===== src/rtl/ega_video_tx.sv =====
// EGA/CGA TTL video source: 6-bit RGB, H/V sync, 200/350-line modes.
// Ports: clk, rst (sync high), pix_en, mode_sel, pix_in[5:0] in;
//        pix_x, pix_y, pix_act, frame_start, mode, R0..B1, H, V out.
// Optional: EGA_TX_PATTERN_EN replaces pix_in with colour bars.
module ega_video_tx #(
  parameter int H_ACT   = 640,
  parameter int H_FP    = 16,
  parameter int H_SYNC  = 96,
  parameter int H_BP    = 160,
  parameter int V2_ACT  = 200,
  parameter int V2_FP   = 24,
  parameter int V2_SYNC = 3,
  parameter int V2_BP   = 35,
  parameter int V3_ACT  = 350,
  parameter int V3_FP   = 1,
  parameter int V3_SYNC = 2,
  parameter int V3_BP   = 11
) (
  input  logic       clk,
  input  logic       rst,
  input  logic       pix_en,
  input  logic       mode_sel,
  input  logic [5:0] pix_in,
  output logic [9:0] pix_x,
  output logic [8:0] pix_y,
  output logic       pix_act,
  output logic       frame_start,
  output logic       mode,
  output logic       R0,
  output logic       R1,
  output logic       G0,
  output logic       G1,
  output logic       B0,
  output logic       B1,
  output logic       H,
  output logic       V
);

  localparam int H_TOT  = H_ACT + H_FP + H_SYNC + H_BP;
  localparam int V2_TOT = V2_ACT + V2_FP + V2_SYNC + V2_BP;
  localparam int V3_TOT = V3_ACT + V3_FP + V3_SYNC + V3_BP;

  generate
    if (H_TOT > 1024) begin : g_hchk
      $error("H_TOT exceeds 10-bit counter");
    end
    if (V2_TOT > 512 || V3_TOT > 512) begin : g_vchk
      $error("V_TOT exceeds 9-bit counter");
    end
  endgenerate

  localparam logic [9:0] HACT  = 10'(H_ACT);
  localparam logic [9:0] HS0   = 10'(H_ACT + H_FP);
  localparam logic [9:0] HS1   = 10'(H_ACT + H_FP + H_SYNC);
  localparam logic [9:0] HLAST = 10'(H_TOT - 1);

  logic [9:0] hx;
  logic [8:0] vy;
  logic [5:0] rgb;
  logic [8:0] vact, vs0, vs1, vlast;
  logic       hwrap, vwrap;
  logic       h_nxt, v_on, v_nxt;
  logic [5:0] px;

  always_comb begin
    vact  = mode ? 9'(V2_ACT) : 9'(V3_ACT);
    vs0   = mode ? 9'(V2_ACT + V2_FP) : 9'(V3_ACT + V3_FP);
    vs1   = mode ? 9'(V2_ACT + V2_FP + V2_SYNC)
                 : 9'(V3_ACT + V3_FP + V3_SYNC);
    vlast = mode ? 9'(V2_TOT - 1) : 9'(V3_TOT - 1);
  end

  assign hwrap = (hx >= HLAST);
  // >= also recovers a vy left out of range by a mode switch
  assign vwrap = (vy >= vlast);

  assign pix_x   = hx;
  assign pix_y   = vy;
  assign pix_act = (hx < HACT) && (vy < vact);

  assign frame_start = !rst && pix_en && (hx == '0) && (vy == '0);

  assign h_nxt = (hx >= HS0) && (hx < HS1);
  assign v_on  = (vy >= vs0) && (vy < vs1);
  assign v_nxt = mode ? v_on : !v_on;

`ifdef EGA_TX_PATTERN_EN
  logic [2:0] bar;

  // bar index from comparators at multiples of H_ACT/8
  always_comb begin
    bar = '0;
    for (int k = 1; k < 8; k++) begin
      if (hx >= 10'(k * H_ACT / 8)) bar = bar + 3'd1;
    end
    if (vy == '0) px = 6'h3F;
    else px = {bar[2], bar[2], bar[1], bar[1], bar[0], bar[0]};
  end
`else
  assign px = pix_in;
`endif

  always_ff @(posedge clk) begin
    if (rst) begin
      hx   <= '0;
      vy   <= '0;
      mode <= 1'b0;
      rgb  <= '0;
      H    <= 1'b0;
      V    <= 1'b1;
    end else if (pix_en) begin
      hx <= hwrap ? '0 : hx + 10'd1;
      if (hwrap) begin
        vy <= vwrap ? '0 : vy + 9'd1;
        if (vwrap) mode <= mode_sel;
      end
      rgb <= pix_act ? px : '0;
      H   <= h_nxt;
      V   <= v_nxt;
    end
  end

  assign {R1, R0, G1, G0, B1, B0} = rgb;

endmodule

===== config.mk =====
export PLATFORM = sky130hd
export DESIGN_NAME = ega_video_tx
export DESIGN_NICKNAME = d
export VERILOG_FILES = /design/src/rtl/ega_video_tx.sv
export SDC_FILE = /design/constraint.sdc
export NUM_CORES = 1
export LEC_CHECK = 0
export CAP_MARGIN = 20
export CORE_MARGIN = 10
export CORE_UTILIZATION = 55
export CTS_BUF_LIST = sky130_fd_sc_hd__clkbuf_8
export CTS_CLUSTER_DIAMETER = 50
export DETAILED_ROUTE_END_ITERATION = 12
export MAX_ROUTING_LAYER = met4
export PLACE_DENSITY = 0.85
export SYNTH_ARGS = -nofsm -noshare
export SYNTH_HDL_FRONTEND = slang
export SYNTH_SLANG_ARGS = --single-unit

===== constraint.sdc =====
create_clock -name clk -period 4.3 [get_ports clk]
set_input_delay 0.645 -clock clk [delete_from_list [all_inputs] [get_ports clk]]
set_output_delay 0.645 -clock clk [all_outputs]
set_load 0.1 [all_outputs]

==> results of run 1 <==
[cell type report]
cell class	instances	share of cell area, %
clock buffers	3	1.983
inverters	15	2.704
multi-input cells	136	47.66
flip-flops and latches	28	26.92
well taps	31	1.863
repair buffers	40	18.87
[synthesized netlist by cell type, drive strengths merged (3+ instances only)]
master  instances  share of area (%)
nand2           8                1.8
o21ai           3               0.92
nor2           24                5.5
o32ai           6                3.2
xor2           10                5.4
nand2b          3                1.2
a31oi           4                1.5
nand4           7                2.7
nand4b          8                4.3
nor2b           3                1.2
dfxtp          28                 34
nor3            3               0.92
and3            3                1.2
inv            15                3.5
or2             3                1.2
nor4            3                1.2
xnor2           4                2.2
clkbuf          5                1.2
ha             17                 13
a21oi           5                1.5
[where the power goes]
part	switching (mW)	total, mW	internal (mW)
Combinational	0.0672	0.0943	0.0271
Clock	0.0759	0.139	0.0628
Sequential	0.00464	0.270	0.265
Total	0.148	0.503	0.355
[through the flow]
step	hold WS [ps]	setup WS [ps]	power [mW]	instances	area (sq um)
final	481.9	1015	0.5026	253	2082
after global routing	528.3	858.1	0.5196	253	2082
after CTS	483.0	1029	0.5066	253	2082
after global placement	470.2	1290	0.3683	250	2041
after floorplan	788.9	337.1	0.3443	186	1638
after detailed placement	473.7	1227	0.3706	250	2041
[state kept, by name, indices dropped and copies added (netlist names)]
signal	count
mode	1
H	1
rgb	6
pix_y	9
pix_x	10
V	1
[per-layer routing]
metal  up-vias  global-route usage (%)  share of wire, %
met5         -                       -                 0
met1       692                   19.86                46
met4         0                   6.933               1.9
li1        743                       -                 -
met3         8                   2.660               3.5
met2        33                   26.22                48
[worst min-delay path, stage by stage, from the launching register on]
cell and delay (ps):
dfxtp_1 320, inv_1 50, o32ai_1 70
[final timing paths]
path                                          start                   to  slack, ps  depth (start not counted)
worst min register to register  rgb[0]$_SDFFE_PP0P_  rgb[0]$_SDFFE_PP0P_        480                          2
worst max register to register    mode$_SDFFE_PP0P_  rgb[5]$_SDFFE_PP0P_       1910                          7
worst min-delay path            rgb[0]$_SDFFE_PP0P_  rgb[0]$_SDFFE_PP0P_        480                          2
worst max-delay path              mode$_SDFFE_PP0P_              pix_act       1020                          8
[logic make-up (layout without fill, tap and decap cells)]
| kind of cell | count (synthesis) | after routing |
|---|---|---|
| simple gates | 72 | 72 |
| xor+xnor | 14 | 14 |
| compound gates | 31 | 31 |
| flops | 28 | 28 |
| buf+inv | 22 | 58 |
| mux | 2 | 2 |
| fa+ha+maj | 17 | 17 |
==> impl_results.rst, run 1 <==
.. list-table::
   :header-rows: 1

   * - Metric
     - Value
   * - Power Density
     - ~240 nW/um^2
   * - Instance count of the mapped netlist
     - 186
   * - Post-synthesis share of cell area spent on and, or, nand and nor gates
     - 24.27%
   * - Complex-gate fraction of the synthesized area
     - between 10% and 20%
   * - Highest-count cells in the layout ignoring fill and taps
     - clkdlybuf4s50_1 (37), dfxtp_1 (28), nor2_1 (24)
   * - Via density
     - slightly below 6
   * - Sequential area share after synthesis
     - between 30% and 40%
   * - Cell at the root of the clock tree
     - clkbuf_8
   * - Area share of xor/xnor cells in the synthesized design
     - under 10%
   * - Setup TNS Final
     - 0 ps
   * - Post-Synth Adder-Cell Area
     - between 10% and 20%
   * - Ys async rst share
     - 0%
   * - Reg clk slew, reported paths
     - 90 ps
   * - Detailed Place HPWL
     - 3259 microns
   * - Actual transition at the worst max-transition pin
     - around 990 ps
   * - CP Capture Type
     - primary output
   * - Worst Path Class, Setup
     - reg2out
   * - Crit share post-route
     - between 70% and 80%
   * - Floorplan die height
     - roughly 74 microns
   * - Worst hold path class
     - reg2reg
   * - Row cnt
     - 19
   * - Startpoint class of the critical path
     - flip-flop
   * - DR DRC count
     - 0
   * - Clock Latency Late Sink
     - around 270 ps
   * - CP bufs+invs
     - 2
   * - Area of all sequential standard cells
     - 560.5 sq um
   * - CTS tree
     - built
   * - Total of warnings raised by yosys
     - 0
   * - Crit path arrival time
     - approximately 2600 ps
   * - Total clock buffers created by CTS
     - 3
   * - Setup-violating endpoint count in the final report
     - 0
   * - Total global routing track utilization
     - between 10% and 20%
   * - Sinks on the clock net
     - 28
   * - Average wire per cell in the routed design
     - roughly 17 microns
   * - Gp weighted congestion
     - approximately 0.95
   * - Max-cap violations
     - 0
   * - Width of the die
     - 74.43 microns
   * - Post-synth EDFFs
     - 0
   * - Shortest period the worst path allows
     - about 3300 ps
   * - Diodes inserted
     - 0
   * - Critical path data required time
     - 3650 ps
   * - Area added between synthesis and finish
     - 27.80%
   * - Total congestion overflow
     - 0
   * - Most instantiated flip-flop cell in the synthesis netlist
     - dfxtp_1
   * - Number of global-route vias before repair
     - ~1.5k
   * - Mux contribution to synthesized area
     - under 10%
   * - List of cells traversed by the critical path
     - inv_1 -> ha_1 -> o21bai_1 -> a311o_1 -> a31oi_1 -> nor2b_1 -> nor2b_2 -> buf_4
   * - Core Region
     - around 2800 sq um
   * - Post-Syn Area per Cell
     - between 8 and 9 sq um
   * - Area of the die
     - between 5000 and 6000 sq um
   * - Top-level port count
     - 40
   * - Number of nets in the layout
     - 251
   * - Synthesized net count
     - roughly 210
   * - Kind of cell adding the most delay to the critical path
     - compound AO/OA/AOI/OAI gates
   * - Total leakage power
     - between 0.8 and 0.9 nW
   * - Number of antenna violations at the first check in global routing
     - 0
   * - Worst-case headroom to the max-slew limit
     - between 30% and 40%
   * - Achievable clock frequency
     - slightly above 300 MHz
   * - Count of final hold-check violations
     - 0
   * - Wire length of the first global-routing pass
     - a little over 7000 microns
   * - Fraction of layout instances using a drive strength above 1
     - under 10%
   * - Pins over their slew limit
     - 0
   * - VDD IR-drop max
     - roughly 210 uV
   * - Status
     - finished, final reports clean
   * - Worst Clk Skew
     - between 3 and 4 ps
   * - Initial detailed-routing violation count
     - 71
   * - Utilization after layout
     - between 70 and 80%
   * - Longest individual stage delay on the worst path
     - about 590 ps
   * - Count of cell types in the netlist
     - just over 40
   * - Filler cell count
     - 218
   * - Routed via count
     - between 1k and 1.5k
   * - Slowest cell on the critical path
     - dfxtp_1
   * - Synthesized flop and latch total
     - 28
   * - Worst-path maximum fanout
     - 12
   * - Count of cells resized by post-cts repair
     - 0
   * - Final routed wirelength across all metal layers
     - approximately 4300 microns
   * - I/O Buffers
     - 39
   * - Cell area after synthesis
     - around 1600 sq um
   * - Largest net degree at the start of global routing
     - 22
   * - CTS H-tree lvls
     - 1
   * - Combinational family with the most area after synthesis
     - simple AND/OR/NAND/NOR gates
   * - Area used by multi-input combinational logic
     - between 900 and 1000 sq um
   * - Setup Fix Bufs, Post-CTS
     - 0
   * - # hold bufs at CTS
     - 0
   * - Setup repair after global routing missed its margin
     - false
   * - Most common library cell in the layout ignoring fill and taps
     - clkdlybuf4s50_1
   * - Initial DRT Pass Iterations
     - 4
   * - Starting density of the core
     - between 50% and 60%
   * - Routed Antenna Nets
     - 0
   * - Maximum buffer depth of the clock tree
     - 2
Note: power is estimated with default switching activity, not from simulation.
==> run 2: changes to the inputs <==
Settings changed: CORE_UTILIZATION 55 to 46, PLACE_DENSITY 0.85 to 0.75.
Clock period 4.3 ns to 2.7 ns, I/O delays scaled along.
==> impl_results.rst, run 2 (synthesized netlist as in run 1, its figures left out) <==
.. list-table::
   :header-rows: 1

   * - Metric
     - Value
   * - Total global routing track utilization
     - 13.54% (-2.8 points)
   * - Status
     - finished, final reports clean
   * - Diodes inserted
     - 0 (unchanged)
   * - Reg clk slew, reported paths
     - 90 ps (about the same)
   * - Final routed wirelength across all metal layers
     - 4170 microns (-2.0%)
   * - Average wire per cell in the routed design
     - 15.16 microns (-9.9%)
   * - CTS H-tree lvls
     - 1 (unchanged)
   * - Slowest cell on the critical path
     - dfxtp_4
   * - Routed via count
     - 1,489 (+0.88%)
   * - Detailed Place HPWL
     - 3268 microns (+0.28%)
   * - Power Density
     - 417.3 nW/um^2 (+73%)
   * - Via density
     - 5.415 (-7.2%)
   * - Row cnt
     - 21 (+2)
   * - Total congestion overflow
     - 0 (unchanged)
   * - Longest individual stage delay on the worst path
     - 390 ps (-200 ps)
   * - Number of nets in the layout
     - 257 (+2.4%)
   * - Worst Path Class, Setup
     - reg2out
   * - Worst-path maximum fanout
     - 8 (-4)
   * - Width of the die
     - 79.51 microns (+6.8%)
   * - Number of flip-flops under the largest register name
     - 10 (unchanged)
   * - Initial DRT Pass Iterations
     - 4 (unchanged)
   * - Setup TNS Final
     - 0 ps (unchanged)
   * - Total leakage power
     - 0.9438 nW (+15%)
   * - Worst-case headroom to the max-slew limit
     - 74.20% (+41 points)
   * - Largest net degree at the start of global routing
     - 19 (-14%)
   * - Routed Antenna Nets
     - 0 (unchanged)
   * - Pins over their slew limit
     - 0 (unchanged)
   * - Maximum buffer depth of the clock tree
     - 2 (unchanged)
   * - Highest-count cells in the layout ignoring fill and taps
     - buf_4 (35), nor2_1 (24), ha_1 (16)
   * - Wire length of the first global-routing pass
     - 6913 microns (-2.2%)
   * - Crit share post-route
     - 94.74%
   * - Area of the die
     - 6322 sq um (+14%)
   * - Fraction of layout instances using a drive strength above 1
     - 29.69% (+23 points)
   * - Number of antenna violations at the first check in global routing
     - 0 (unchanged)
   * - Setup-violating endpoint count in the final report
     - 0 (unchanged)
   * - Starting density of the core
     - 48.06% (-10 points)
   * - Kind of cell adding the most delay to the critical path
     - compound AO/OA/AOI/OAI gates
   * - CP bufs+invs
     - 2 (unchanged)
   * - Cell total after placement
     - 268 (+7.2%)
   * - VDD IR-drop max
     - 407.0 uV (+95%)
   * - Clock Latency Late Sink
     - 280 ps (about the same)
   * - Achievable clock frequency
     - approximately 400 MHz
   * - Shortest period the worst path allows
     - between 2000 and 3000 ps
   * - Filler cell count
     - 273 (+25%)
   * - Top-level port count
     - 40 (unchanged)
   * - Final cell count without fillers
     - 275 (+8.7%)
   * - Max-cap violations
     - 0 (unchanged)
   * - CTS tree
     - built
   * - Critical path data required time
     - 2300 ps (-1350 ps)
   * - I/O Buffers
     - 39 (unchanged)
   * - Worst Clk Skew
     - 2.656 ps (-0.6594 ps)
   * - Setup repair after global routing missed its margin
     - false
   * - CP Capture Type
     - primary output
   * - Sinks on the clock net
     - 28 (unchanged)
   * - Startpoint class of the critical path
     - flip-flop
   * - Area added between synthesis and finish
     - 34.26%
   * - Crit path arrival time
     - 2150 ps (-490 ps)
   * - Utilization after layout
     - 64.53% (-9.7 points)
   * - List of cells traversed by the critical path
     - buf_4 -> ha_1 -> o21bai_1 -> a311o_1 -> a31oi_2 -> nor2b_2 -> nor2b_4 -> buf_12
   * - DR DRC count
     - 0 (unchanged)
   * - Floorplan die height
     - 79.51 microns (+6.8%)
   * - # hold bufs at CTS
     - 0 (unchanged)
   * - Most common library cell in the layout ignoring fill and taps
     - buf_4
   * - Cell at the root of the clock tree
     - clkbuf_8
   * - Total clock buffers created by CTS
     - 3 (unchanged)
   * - Actual transition at the worst max-transition pin
     - 384.0 ps (-608.7 ps)
   * - Core Region
     - 3390 sq um (+21%)
   * - Post-route total power
     - 912.7 uW (+82%)
   * - Count of final hold-check violations
     - 0 (unchanged)
   * - Worst hold path class
     - reg2reg
   * - Worst hold slack across all endpoints
     - 487.8 ps (+5.844 ps)
   * - Gp weighted congestion
     - 0.8837 (-6.8%)
   * - Number of global-route vias before repair
     - 1,501 (-1.8%)
   * - Initial detailed-routing violation count
     - 53 (-25%)
## run 2: layout make-up
cell class / count / area [sq um] / share of cell area [%]
flip-flops and latches: 28 / 581.8 / 26.60
clock inverters: 1 / 30.03 / 1.373
well taps: 46 / 57.56 / 2.632
inverters: 15 / 56.30 / 2.574
repair buffers: 46 / 392.9 / 17.96
multi-input cells: 136 / 1027 / 46.97
clock buffers: 3 / 41.29 / 1.888
## run 2: through the flow
| stage | worst slack, ps | cell area [sq um] |
|---|---|---|
| after floorplan | -6.822 | 1673 |
| after global placement | 340.8 | 2072 |
| after detailed placement | 272.1 | 2072 |
| after CTS | 31.13 | 2146 |
| after global routing | 34.77 | 2187 |
| final | 142.0 | 2187 |
## run 2: worst reg2reg max path: cells and delay by family (launching register included)
kind                       cells  cell delay, ps
and+or+nand+nor                2             430
DFF                            1             400
AOI/OAI and AO/OA              3             690
buffers and inverters          1              90
adders and majority gates      1             340
## run 2: what timing repair did
action                                  4_1_cts  5_1_grt
setup buffers                                 0        3
pin swaps                                     0        0
gates resized for setup                       1        2
endpoints found under the setup margin        1        1
## run 2: metal layers
metal	vias up	track usage (%)	part of all wire (%)
met4	0	4.659	1.3
met2	31	21.44	49
met5	-	-	0
met3	6	4.054	4.8
li1	756	-	-
met1	696	15.87	44
## run 2: path summary, 6_finish.rpt
kind	from	to	slack, ps	cells after the start
max	mode$_SDFFE_PP0P_	pix_act	140	8
min	rgb[0]$_SDFFE_PP0P_	rgb[0]$_SDFFE_PP0P_	490	2
max reg2reg	pix_y[1]$_SDFFE_PP0P_	pix_y[4]$_SDFFE_PP0P_	690	7
min reg2reg	rgb[0]$_SDFFE_PP0P_	rgb[0]$_SDFFE_PP0P_	490	2
## run 2: report_power, final
part	switching (mW)	leakage [nW]	internal [mW]	total (mW)
combinational	0.107	0.673	0.0455	0.152
sequential	0.00806	0.235	0.422	0.430
clock	0.132	0.0357	0.199	0.331
==> run 3: changes to the inputs <==
Settings changed: PLACE_DENSITY 0.75 to 0.8.
==> impl_results.rst, run 3 (synthesized netlist as in run 1, its figures left out) <==
.. list-table::
   :header-rows: 1

   * - Metric
     - Value
   * - Shortest period the worst path allows
     - 2550 ps (-8.030 ps)
   * - Worst hold path class
     - reg2reg
   * - List of cells traversed by the critical path
     - inv_2 -> ha_1 -> o21bai_1 -> a311o_1 -> a31oi_1 -> nor2b_2 -> nor2b_4 -> buf_12
   * - Largest net degree at the start of global routing
     - 19 (unchanged)
   * - Setup-violating endpoint count in the final report
     - 0 (unchanged)
   * - Clock Latency Late Sink
     - 280 ps (about the same)
   * - Worst Clk Skew
     - 10.01 ps (+7.359 ps)
   * - Worst-case setup margin in the final layout
     - 150.1 ps (+8.030 ps)
   * - Count of final hold-check violations
     - 0 (unchanged)
   * - Worst Path Class, Setup
     - reg2out
   * - Cell at the root of the clock tree
     - clkbuf_8
   * - CTS tree
     - built
   * - Worst-case headroom to the max-slew limit
     - 63.42% (-11 points)
   * - Crit path arrival time
     - 2140 ps (about the same)
   * - Detailed route wirelength on metal3
     - 277 microns (+37%)
   * - Filler cell count
     - 294 (+7.7%)
   * - VDD IR-drop max
     - 256.2 uV (-37%)
   * - Area added between synthesis and finish
     - 32.18%
   * - Floorplan die height
     - 79.51 microns (unchanged)
   * - Worst-path maximum fanout
     - 7 (-1)
   * - DR DRC count
     - 0 (unchanged)
   * - Gp weighted congestion
     - 0.8774 (-0.71%)
   * - Longest individual stage delay on the worst path
     - 390 ps (about the same)
   * - CTS H-tree lvls
     - 1 (unchanged)
   * - Slowest cell on the critical path
     - dfxtp_4
   * - Status
     - finished, final reports clean
   * - Reg clk slew, reported paths
     - 100 ps (about the same)
   * - Width of the die
     - 79.51 microns (unchanged)
   * - Routed Antenna Nets
     - 0 (unchanged)
   * - Startpoint class of the critical path
     - flip-flop
   * - Area of the die
     - 6322 sq um (unchanged)
   * - Most common library cell in the layout ignoring fill and taps
     - buf_4
   * - Core Region
     - 3390 sq um (unchanged)
   * - Reg-to-reg critical path startpoint
     - pix_y[1]$_SDFFE_PP0P_
   * - Highest metal layer with signal wires
     - met4
   * - Initial DRT Pass Iterations
     - 4 (unchanged)
   * - Number of global-route vias before repair
     - 1,435 (-4.4%)
   * - Diodes inserted
     - 0 (unchanged)
   * - CP Capture Type
     - primary output
   * - Total leakage power
     - 0.9329 nW (-1.2%)
   * - Max-cap violations
     - 0 (unchanged)
   * - Crit share post-route
     - 94.44% (-0.30 points)
   * - Number of antenna violations at the first check in global routing
     - 0 (unchanged)
   * - Setup repair after global routing missed its margin
     - false
   * - Highest-count cells in the layout ignoring fill and taps
     - buf_4 (33), nor2_1 (24), ha_1 (17)
   * - Routed via count
     - 1,506 (+1.1%)
   * - Row cnt
     - 21 (unchanged)
   * - Wire length of the first global-routing pass
     - 6962 microns (+0.71%)
   * - Crit path launch
     - mode$_SDFFE_PP0P_
   * - Worst hold slack across all endpoints
     - 481.5 ps (-6.249 ps)
   * - Actual transition at the worst max-transition pin
     - 548.7 ps (+164.7 ps)
   * - Via density
     - 5.516 (+1.9%)
   * - Reg2reg end
     - pix_y[6]$_SDFFE_PP0P_
   * - Number of nets in the layout
     - 255 (-0.78%)
   * - Worst slack, placed
     - 324.9 ps (+52.82 ps)
   * - Total clock buffers created by CTS
     - 3 (unchanged)
   * - Achievable clock frequency
     - 392.2 MHz (+0.31%)
   * - Fraction of layout instances using a drive strength above 1
     - 28.19% (-1.5 points)
   * - # hold bufs at CTS
     - 0 (unchanged)
   * - Post-route total power
     - 913.1 uW (about the same)
   * - Initial detailed-routing violation count
     - 96 (+81%)
   * - Number of flip-flops under the largest register name
     - 10 (unchanged)
   * - Critical path data required time
     - 2300 ps (about the same)
   * - Power Density
     - 424.1 nW/um^2 (+1.6%)
   * - Total global routing track utilization
     - 13.61% (+0.077 points)
   * - Detailed Place HPWL
     - 3064 microns (-6.2%)
   * - Sinks on the clock net
     - 28 (unchanged)
   * - Pins over their slew limit
     - 0 (unchanged)
   * - Average wire per cell in the routed design
     - 15.08 microns (-0.52%)
   * - I/O Buffers
     - 39 (unchanged)
   * - Total congestion overflow
     - 0 (unchanged)
   * - Length in cells of the worst reg-to-reg path
     - 7 (unchanged)
   * - Worst setup slack for register-to-register paths
     - 810 ps (+120 ps)
   * - Top-level port count
     - 40 (unchanged)
   * - Termination of the worst setup path
     - pix_act
   * - Maximum buffer depth of the clock tree
     - 2 (unchanged)
   * - Met2 wire length
     - 1998 microns (-2.9%)
   * - Final routed wirelength across all metal layers
     - 4118 microns (-1.2%)
   * - Starting density of the core
     - 48.06% (unchanged)
   * - M1 wire length
     - 1804 microns (-2.6%)
[run 3: changes by cell type in the layout (fill, tap and decap cells not counted), sizes merged]
cell	before	now
buf	37	35
[run 3: per-layer routing]
metal / track usage [%] / vias up
met3: 2.703 / 4
li1: - / 754
met1: 16.99 / 702
met5: - / -
met4: 4.301 / 0
met2: 21.44 / 46
[run 3: worst min path at each step]
stage	start	end	slack, ps	cells after the start
final	rgb[0]$_SDFFE_PP0P_	rgb[0]$_SDFFE_PP0P_	480	2
after global placement	rgb[0]$_SDFFE_PP0P_	rgb[0]$_SDFFE_PP0P_	460	2
after detailed placement	rgb[0]$_SDFFE_PP0P_	rgb[0]$_SDFFE_PP0P_	470	2
after floorplan	mode_sel	mode$_SDFFE_PP0P_	550	2
after CTS	rgb[0]$_SDFFE_PP0P_	rgb[0]$_SDFFE_PP0P_	480	2
after global routing	rgb[5]$_SDFFE_PP0P_	rgb[5]$_SDFFE_PP0P_	500	2
[run 3: where the power goes]
part | switching (mW) | internal, mW | leakage (nW)
registers | 0.00699 | 0.422 | 0.235
clock network | 0.134 | 0.199 | 0.0357
logic | 0.106 | 0.0456 | 0.662
[run 3: metrics by stage]
stage	std cells	TNS, ps	utilization, %	area, sq um
after CTS	271	0	63.09	2138
after global placement	267	0	60.91	2064
after floorplan	186	-6.822	-	1673
after detailed placement	267	0	60.91	2064
final	273	0	63.53	2153
after global routing	273	0	63.53	2153
[run 3: layout make-up]
type	instances	area (sq um)	area share (%)
Clock buffer	3	41.29	1.917
Timing Repair Buffer	44	377.9	17.55
Sequential cell	28	581.8	27.02
Multi-Input combinational cell	136	1008	46.83
Inverter	15	56.30	2.615
Tap cell	46	57.56	2.673
Clock inverter	1	30.03	1.395
[run 3: repair_timing]
| item | in CTS | in global routing |
|---|---|---|
| resized for setup | 1 | 0 |
| endpoints found under the setup margin | 1 | 1 |
| buffers inserted | 0 | 2 |
[run 3: critical path: cells and delay by family, from the launching register on]
family,cells,cell delay (ps)
AO/OA/AOI/OAI,3,610
flip-flops,1,390
buffers and inverters,2,260
AND/OR/NAND/NOR,2,260
adder cells (fa/ha/maj),1,330
